File: config.mk
export PLATFORM = sky130hd
export DESIGN_NAME = serial_subtractor
export DESIGN_NICKNAME = d
export VERILOG_FILES = /design/src/rtl/serial_subtractor.sv
export SDC_FILE = /design/constraint.sdc
export NUM_CORES = 1
export LEC_CHECK = 0
export ABC_AREA = 1
export CORE_UTILIZATION = 51
export DETAILED_ROUTE_END_ITERATION = 12
export MAX_ROUTING_LAYER = met4
export PLACE_DENSITY = 0.78
export SYNTH_ARGS = -nofsm -noshare
export SYNTH_HDL_FRONTEND = slang
export SYNTH_SLANG_ARGS = --single-unit
File: constraint.sdc
create_clock -name clk -period 1.8 [get_ports clk]
set_clock_uncertainty 0.05 [all_clocks]
set_input_delay 0.27 -clock clk [delete_from_list [all_inputs] [get_ports clk]]
set_output_delay 0.27 -clock clk [all_outputs]
set_load 0.02 [all_outputs]
File: src/rtl/serial_subtractor.sv
// Bit-serial subtractor: Diff = A - B - Bin computed one full-subtractor stage per clock, LSB first.
// Define SERIAL_SUB_OVF_EN to add the signed-overflow output Ovf.
module serial_subtractor #(
    parameter int WIDTH = 8
) (
    input  logic             clk,
    input  logic             rst,
    input  logic             In_valid,
    output logic             In_ready,
    input  logic [WIDTH-1:0] A,
    input  logic [WIDTH-1:0] B,
    input  logic             Bin,
    output logic             Out_valid,
    input  logic             Out_ready,
    output logic [WIDTH-1:0] Diff,
`ifdef SERIAL_SUB_OVF_EN
    output logic             Ovf,
`endif
    output logic             Bout
);

    localparam int             CW   = $clog2(WIDTH + 1);
    localparam logic [CW-1:0]  LAST = CW'(WIDTH - 1);

    localparam logic [1:0] ST_IDLE  = 2'd0;
    localparam logic [1:0] ST_SHIFT = 2'd1;
    localparam logic [1:0] ST_DONE  = 2'd2;

    logic [1:0]       state;
    logic [WIDTH-1:0] a_reg;
    logic [WIDTH-1:0] b_reg;
    logic [WIDTH-1:0] res_reg;
    logic             borrow;
    logic [CW-1:0]    cnt;

    logic             a_bit;
    logic             b_bit;
    logic             d_bit;
    logic             br_next;
    logic [WIDTH:0]   res_ext;
    logic [WIDTH-1:0] res_next;

    // One full-subtractor stage on the current LSBs; the difference bit enters at the MSB.
    assign a_bit    = a_reg[0];
    assign b_bit    = b_reg[0];
    assign d_bit    = a_bit ^ b_bit ^ borrow;
    assign br_next  = (~a_bit & b_bit) | (~(a_bit ^ b_bit) & borrow);
    assign res_ext  = {d_bit, res_reg};
    assign res_next = res_ext[WIDTH:1];

    assign In_ready  = (state == ST_IDLE);
    assign Out_valid = (state == ST_DONE);

    // NOTE: sequential state uses non-blocking assignments so every register samples pre-edge values.
    always_ff @(posedge clk) begin
        if (rst) begin
            // NOTE: datapath registers are reset too, so Diff/Bout read as zero after reset.
            state   <= ST_IDLE;
            a_reg   <= '0;
            b_reg   <= '0;
            res_reg <= '0;
            borrow  <= 1'b0;
            cnt     <= '0;
            Diff    <= '0;
            Bout    <= 1'b0;
        end else begin
            case (state)
                ST_IDLE: begin
                    if (In_valid) begin
                        a_reg  <= A;
                        b_reg  <= B;
                        borrow <= Bin;
                        cnt    <= '0;
                        state  <= ST_SHIFT;
                    end
                end
                ST_SHIFT: begin
                    a_reg   <= a_reg >> 1;
                    b_reg   <= b_reg >> 1;
                    res_reg <= res_next;
                    borrow  <= br_next;
                    cnt     <= cnt + 1'b1;
                    if (cnt == LAST) begin
                        Diff  <= res_next;
                        Bout  <= br_next;
                        state <= ST_DONE;
                    end
                end
                ST_DONE: begin
                    if (Out_ready) begin
                        state <= ST_IDLE;
                    end
                end
                default: state <= ST_IDLE;
            endcase
        end
    end

`ifdef SERIAL_SUB_OVF_EN
    // Operand MSBs are kept aside because a_reg/b_reg are consumed by the shift.
    logic a_msb;
    logic b_msb;

    always_ff @(posedge clk) begin
        if (rst) begin
            a_msb <= 1'b0;
            b_msb <= 1'b0;
            Ovf   <= 1'b0;
        end else if (state == ST_IDLE && In_valid) begin
            a_msb <= A[WIDTH-1];
            b_msb <= B[WIDTH-1];
        end else if (state == ST_SHIFT && cnt == LAST) begin
            Ovf <= (a_msb != b_msb) && (d_bit != a_msb);
        end
    end
`endif

endmodule
Word-level counts from Yosys, hierarchy flattened
Cells that the tools add are included.
{"block": "totals", "regBits": 40, "latchBits": 0, "mem_bits_rw": 0, "romBits": 0, "out_inout_bits": 11, "elab_cells": 39, "n_memories": 0}
{"block": "classes", "addsub": 1, "mul": 0, "div_mod_pow": 0, "order_cmp": 0, "eq_ne": 6, "shifts": 0, "mux": 12, "n_bitwise": 7, "n_reduce_logical": 5}
{"op": "$pmux 8 s2", "count": 2}
{"op": "$mux 8", "count": 2}
{"op": "$pmux 4 s2", "count": 1}
{"op": "$mux 2", "count": 3}
{"op": "$pmux 2 s3", "count": 1}
{"op": "$add 4x1->4 const B", "count": 1}
{"op": "$eq 4x3->1 const B", "count": 1}
{"op": "$mux 4", "count": 1}
{"op": "$ne 2x2->1 const B", "count": 2}
{"op": "$reduce_and 2->1", "count": 2}
{"op": "$reduce_and 3->1", "count": 1}
{"op": "$and 1x1->1", "count": 2}
{"op": "$eq 2x1->1 const B", "count": 1}
{"op": "$eq 2x2->1 const B", "count": 1}
{"op": "$logic_not 2->1", "count": 1}
{"op": "$ne 2x1->1 const B", "count": 1}
{"op": "$not 1->1", "count": 2}
{"op": "$pmux 1 s2", "count": 1}
{"op": "$reduce_bool 2->1", "count": 1}
{"op": "$xor 1x1->1", "count": 2}
{"op": "$mux 1", "count": 1}
{"op": "$or 1x1->1", "count": 1}

Logic depth before layout (Yosys ltp)
{"block": "logic_depth", "ltp_word": 5, "mapped_depth": 7, "depth_no_buf": 7}

Least setup slack after synthesis
OpenSTA, ideal clock, no wires.
{"block": "synth_timing", "kind": "register to register", "startpoint": "reg cnt[0]", "endpoint": "reg Bout", "arrival_ps": 1110, "t_required_ps": 1637, "slack_ps": 527, "stages_incl_launch_ff": 7, "synth_period_minus_slack_ps": 1273, "path_cell_list": "dfxtp_1 > ha_1 > nand2_1 > nor2_1 > nand3_1 > nand2_1 > nor2_1"}
{"block": "synth_via", "elab_chain_cells": 2}
{"item": "start: declaration", "line_no": "34", "source": "logic [CW-1:0] cnt;"}
{"item": "start signal: assignment", "line_no": "82", "source": "cnt <= cnt + 1'b1;"}
{"item": "$eq 4x3->1", "line_no": "83", "source": "if (cnt == LAST) begin"}
{"item": "$reduce_and 2->1 (no line)"}
{"item": "end signal: assignment", "line_no": "85", "source": "Bout <= br_next;"}
{"item": "end: declaration", "line_no": "19", "source": "output logic Bout"}
No other way between the ends.
A chain may end at the register's enable or synchronous reset.

Worst setup path in the final report
{"block": "layout_timing", "startpoint": "reg Diff[4]", "endpoint": "out Diff[4]"}
{"item": "start: declaration", "line_no": "15", "source": "output logic [WIDTH-1:0] Diff,"}
{"item": "start signal: assignment", "line_no": "84", "source": "Diff <= res_next;"}
No word-level cell between the ends.

==> flow_results.org <==
** GRT
- The number of antenna violations at the first check in global routing came to 0.
- Entering global routing, the biggest net connects 37 pins.
- Total congestion overflow after global routing :: 0
- The number of global-route vias before repair was roughly 1,500.
- In the global route stage, overall resource usage came out at about a quarter.
- The first global-routing pass estimated roughly 6000 µm of wire.

** Floorplan
- Once the floorplan was initialized, standard cells occupied 55.12% of the core.
- The die covers 3645 µm².
- Die boundary height :: 60.38 µm
- Area of the placeable core :: 3153 µm²
- The floorplan has 20 rows.
- 32 I/O pins were placed.
- The die is about 60 µm wide.

** Pwr
- In this run switching power makes up 25.58% of total power.
- In this run the static leakage power is about 0.00097 µW.
- Summed over all nets, the switching power comes to 452.6 µW.
- The internal power of the cells totals 1317 µW.
- Per report_power, the combinational group accounts for between 10 and 15% of the total.
- Overall power consumption after layout is estimated at roughly 1800 µW.
- Worst IR drop on VDD :: 0.0004155 V
- The share of total power dissipated in sequential elements is ~53%.
- Clock group share of total power :: between 30% and 40%
- Power density over the cells :: 802.3 nW/µm²

** Placed design
- Detailed placement finished with a half-perimeter wire length of ~2600 µm.
- Counting tap cells, the placed design contains a total of between 300 and 400 instances.
- At the end of routability-driven placement, the weighted congestion stood at a little under 0.8.
- Input and output buffers added on the ports amount to 31.

** Timing
- Final Setup Violations :: 0
- Max Transition Viols Final :: 0
- Period utilisation layout :: ~91%
- Static timing analysis puts the maximum clock frequency at approximately 0.61 GHz.
- For the pin with the worst max-slew slack, the measured transition is roughly 0.43 ns.
- Counting I/O delays and the setup requirement, the final critical path takes 1.637 ns.
- The worst pin sits at a relative slew slack of about 70%.
- Unrepaired setup endpoints after global routing :: false
- Summed over all failing endpoints, the final setup total negative slack is 0 ns.
- Final hold vios :: 0

** Final layout
- 0 antenna diodes ended up in the layout.
- Area growth, synth to finish :: 26.93%
- Of the cells placed in the final design, the portion with a size suffix greater than 1 is 7.192%.
- The net count of the finished layout is 314.
- Most common cell after layout, fill and taps aside :: sky130_fd_sc_hd__nor2_1
- Leading cell types in the layout, fill and taps excluded :: 64 x sky130_fd_sc_hd__nor2_1, 57 x sky130_fd_sc_hd__nand2_1, 39 x sky130_fd_sc_hd__dfxtp_1
- After the flow finishes, the layout carries non-filler instances totaling about 340.

** Logic synthesis
- Post-synthesis compound-gate area fraction :: between 5 and 6%
- Area share of the leading cell type in the synthesized netlist :: between 40 and 50%
- Dividing the synthesized area by the synthesized cell count gives just under 7 µm².
- After Yosys synthesis, and, or, nand and nor cells account for about 40% of the synthesized area.
- Mapped Cells :: 254
- Main combinational cell family by area after synthesis :: simple AND/OR/NAND/NOR gates
- Number of synthesized register bits :: 39
- Yosys mapped the design onto 19 distinct sky130hd cell types.
- After synthesis, flip-flops and latches occupy approximately 45% of the total area.
- Of all cell types, the one taking the most synthesized area is sky130_fd_sc_hd__dfxtp_1.
- XOR/XNOR share of the synthesized area :: 0%
- Post-Syn Area :: 1738 µm²
- By area the synthesized netlist is led by sky130_fd_sc_hd__dfxtp_1 45%, sky130_fd_sc_hd__nor2_1 14%, sky130_fd_sc_hd__nand2_1 12%.
- Yosys printed 0 warnings.
- Adder-cell share of the synthesized area :: under 10%
- Fraction of synthesized area in multiplexers :: 0%
- The number of nets handed over by synthesis was 277.

** Routing
- For this run, the detailed router's first-pass iteration total came to 4.
- WL/cell :: 10.54 µm
- Via count normalized by instance count :: 4.854
- The final layout contains routed wiring with a total length of approximately 3500 µm.
- For this block, the initial DRC count from the detailed router was 78.
- Number of design rule violations left after detail routing :: 0
- Total via count in the routed design :: approximately 1,600
- Post-route ant nets :: 0

** Flow run
- # Max-Cap Violations :: 0

** Critical path
- The critical path is of the reg -> out type.
- Sum of buffers and inverters on the critical path :: 1
- Along the worst path, the maximum fanout reaches 2.
- Delay-heaviest family, CP :: buffers and inverters
- Critical path's largest stage delay :: 0.61 ns
- Crit path cell chain :: clkdlybuf4s50_1
- Endpoint class of the critical path :: output port
- Arrival time of data at the critical path endpoint :: around 1.3 ns
- The slowest stage of the critical path is the sky130_fd_sc_hd__clkdlybuf4s50_1 cell.
- At the worst endpoint, the required time is 1.48 ns.
- Setup crit start kind :: flop

** Worst hold path
- Worst min-delay path category :: in -> reg

** CTS
- CTS placed an instance of sky130_fd_sc_hd__clkbuf_4 at the clock tree root.
- Clock slew at the register clock pins of the worst setup and hold paths :: 0.12 ns
- Maximum clock insertion buffer count :: 2
- Clock insertion delay at the later pin of the skew report :: approximately 0.35 ns
- The H-tree generated during clock tree synthesis spans 2 levels.
- TritonCTS built the clock tree.
- In this run, CTS created clock tree buffers numbering 5.
- Hold bufs inserted after CTS :: 0
- Counting every sink on the clock net gives 39.

** Status
- The run finished with clean final reports.
-- layer usage --
metal,part of all wire [%],up-vias,global-route usage [%]
met3,5.7,6,5.757
met5,0,-,-
met4,1.3,0,6.977
li1,-,863,-
met2,48,54,40.82
met1,45,708,27.64
-- power groups by stage --
stage / Sequential (µW) / Combinational [µW] / Clock, µW
global placement: 951 / 253 / 0
CTS: 933 / 257 / 594
floorplan: 945 / 164 / 0
detailed placement: 952 / 258 / 0
finish: 933 / 255 / 582
global route: 940 / 292 / 634
-- area by class of cell --
type,count,area [µm²]
Tap cell,44,55.05
Inverter,23,86.33
Fill cell,311,947.2
Sequential cell,39,780.7
Multi-Input combinational cell,182,814.5
Clock inverter,3,43.79
Timing Repair Buffer,40,387.9
Clock buffer,5,37.54
-- what timing repair did --
action / CTS / global route
setup endpoints to repair: 2 / 0
hold endpoints to repair: 0 / 0
setup buffers: 0 / 0
gates resized for setup: 2 / 0
-- worst register-to-register path: stages (launching register included) --
cell and delay [ns]:
sky130_fd_sc_hd__dfxtp_1 0.37, sky130_fd_sc_hd__inv_1 0.14, sky130_fd_sc_hd__nand2_1 0.23, sky130_fd_sc_hd__nor2_2 0.42, sky130_fd_sc_hd__nor2_1 0.07, sky130_fd_sc_hd__nor2_1 0.11
-- cell usage after synthesis --
cell                       count
sky130_fd_sc_hd__nor3_1        1
sky130_fd_sc_hd__nand3_1      29
sky130_fd_sc_hd__fa_1          1
sky130_fd_sc_hd__buf_1         2
sky130_fd_sc_hd__nand2_2       1
sky130_fd_sc_hd__o21ai_0      10
sky130_fd_sc_hd__nor2_2        2
sky130_fd_sc_hd__nor2_4        1
sky130_fd_sc_hd__dfxtp_1      39
sky130_fd_sc_hd__ha_1          1
sky130_fd_sc_hd__clkbuf_1      1
sky130_fd_sc_hd__buf_4         4
sky130_fd_sc_hd__nand2_1      57
sky130_fd_sc_hd__nor2_1       64
sky130_fd_sc_hd__buf_2         3
sky130_fd_sc_hd__inv_1        23
sky130_fd_sc_hd__nand3b_1      8
sky130_fd_sc_hd__o21a_1        1
sky130_fd_sc_hd__a21oi_1       6
-- kinds of logic (layout without fill, tap and decap cells) --
kind of cell | count (synthesis) | in the layout
DFF | 39 | 39
adders and majority gates | 2 | 2
AOI/OAI and AO/OA | 17 | 17
and+or+nand+nor | 163 | 163
buffers and inverters | 33 | 71
-- worst paths after layout --
check        endpoint  startpoint  slack (ns)  cells after the start
max           Diff[4]     Diff[4]        0.16                      1
min          b_reg[7]        B[7]        0.43                      3
max reg2reg   Diff[1]    state[1]        0.36                      5
min reg2reg  b_reg[7]    b_reg[7]        0.43                      2
-- per-stage QoR --
step	util, %	setup WS [ns]	area, µm²	hold slack [ns]
2_1_floorplan	-	0.5268	1738	0.2891
3_3_place_gp	67.46	0.2646	2127	0.4062
3_5_place_dp	67.46	0.2702	2127	0.4101
4_1_cts	69.96	0.1442	2206	0.4265
5_1_grt	69.96	0.08613	2206	0.4321
6_report	69.96	0.1632	2206	0.4278
Power figures use the tool's default switching activity.
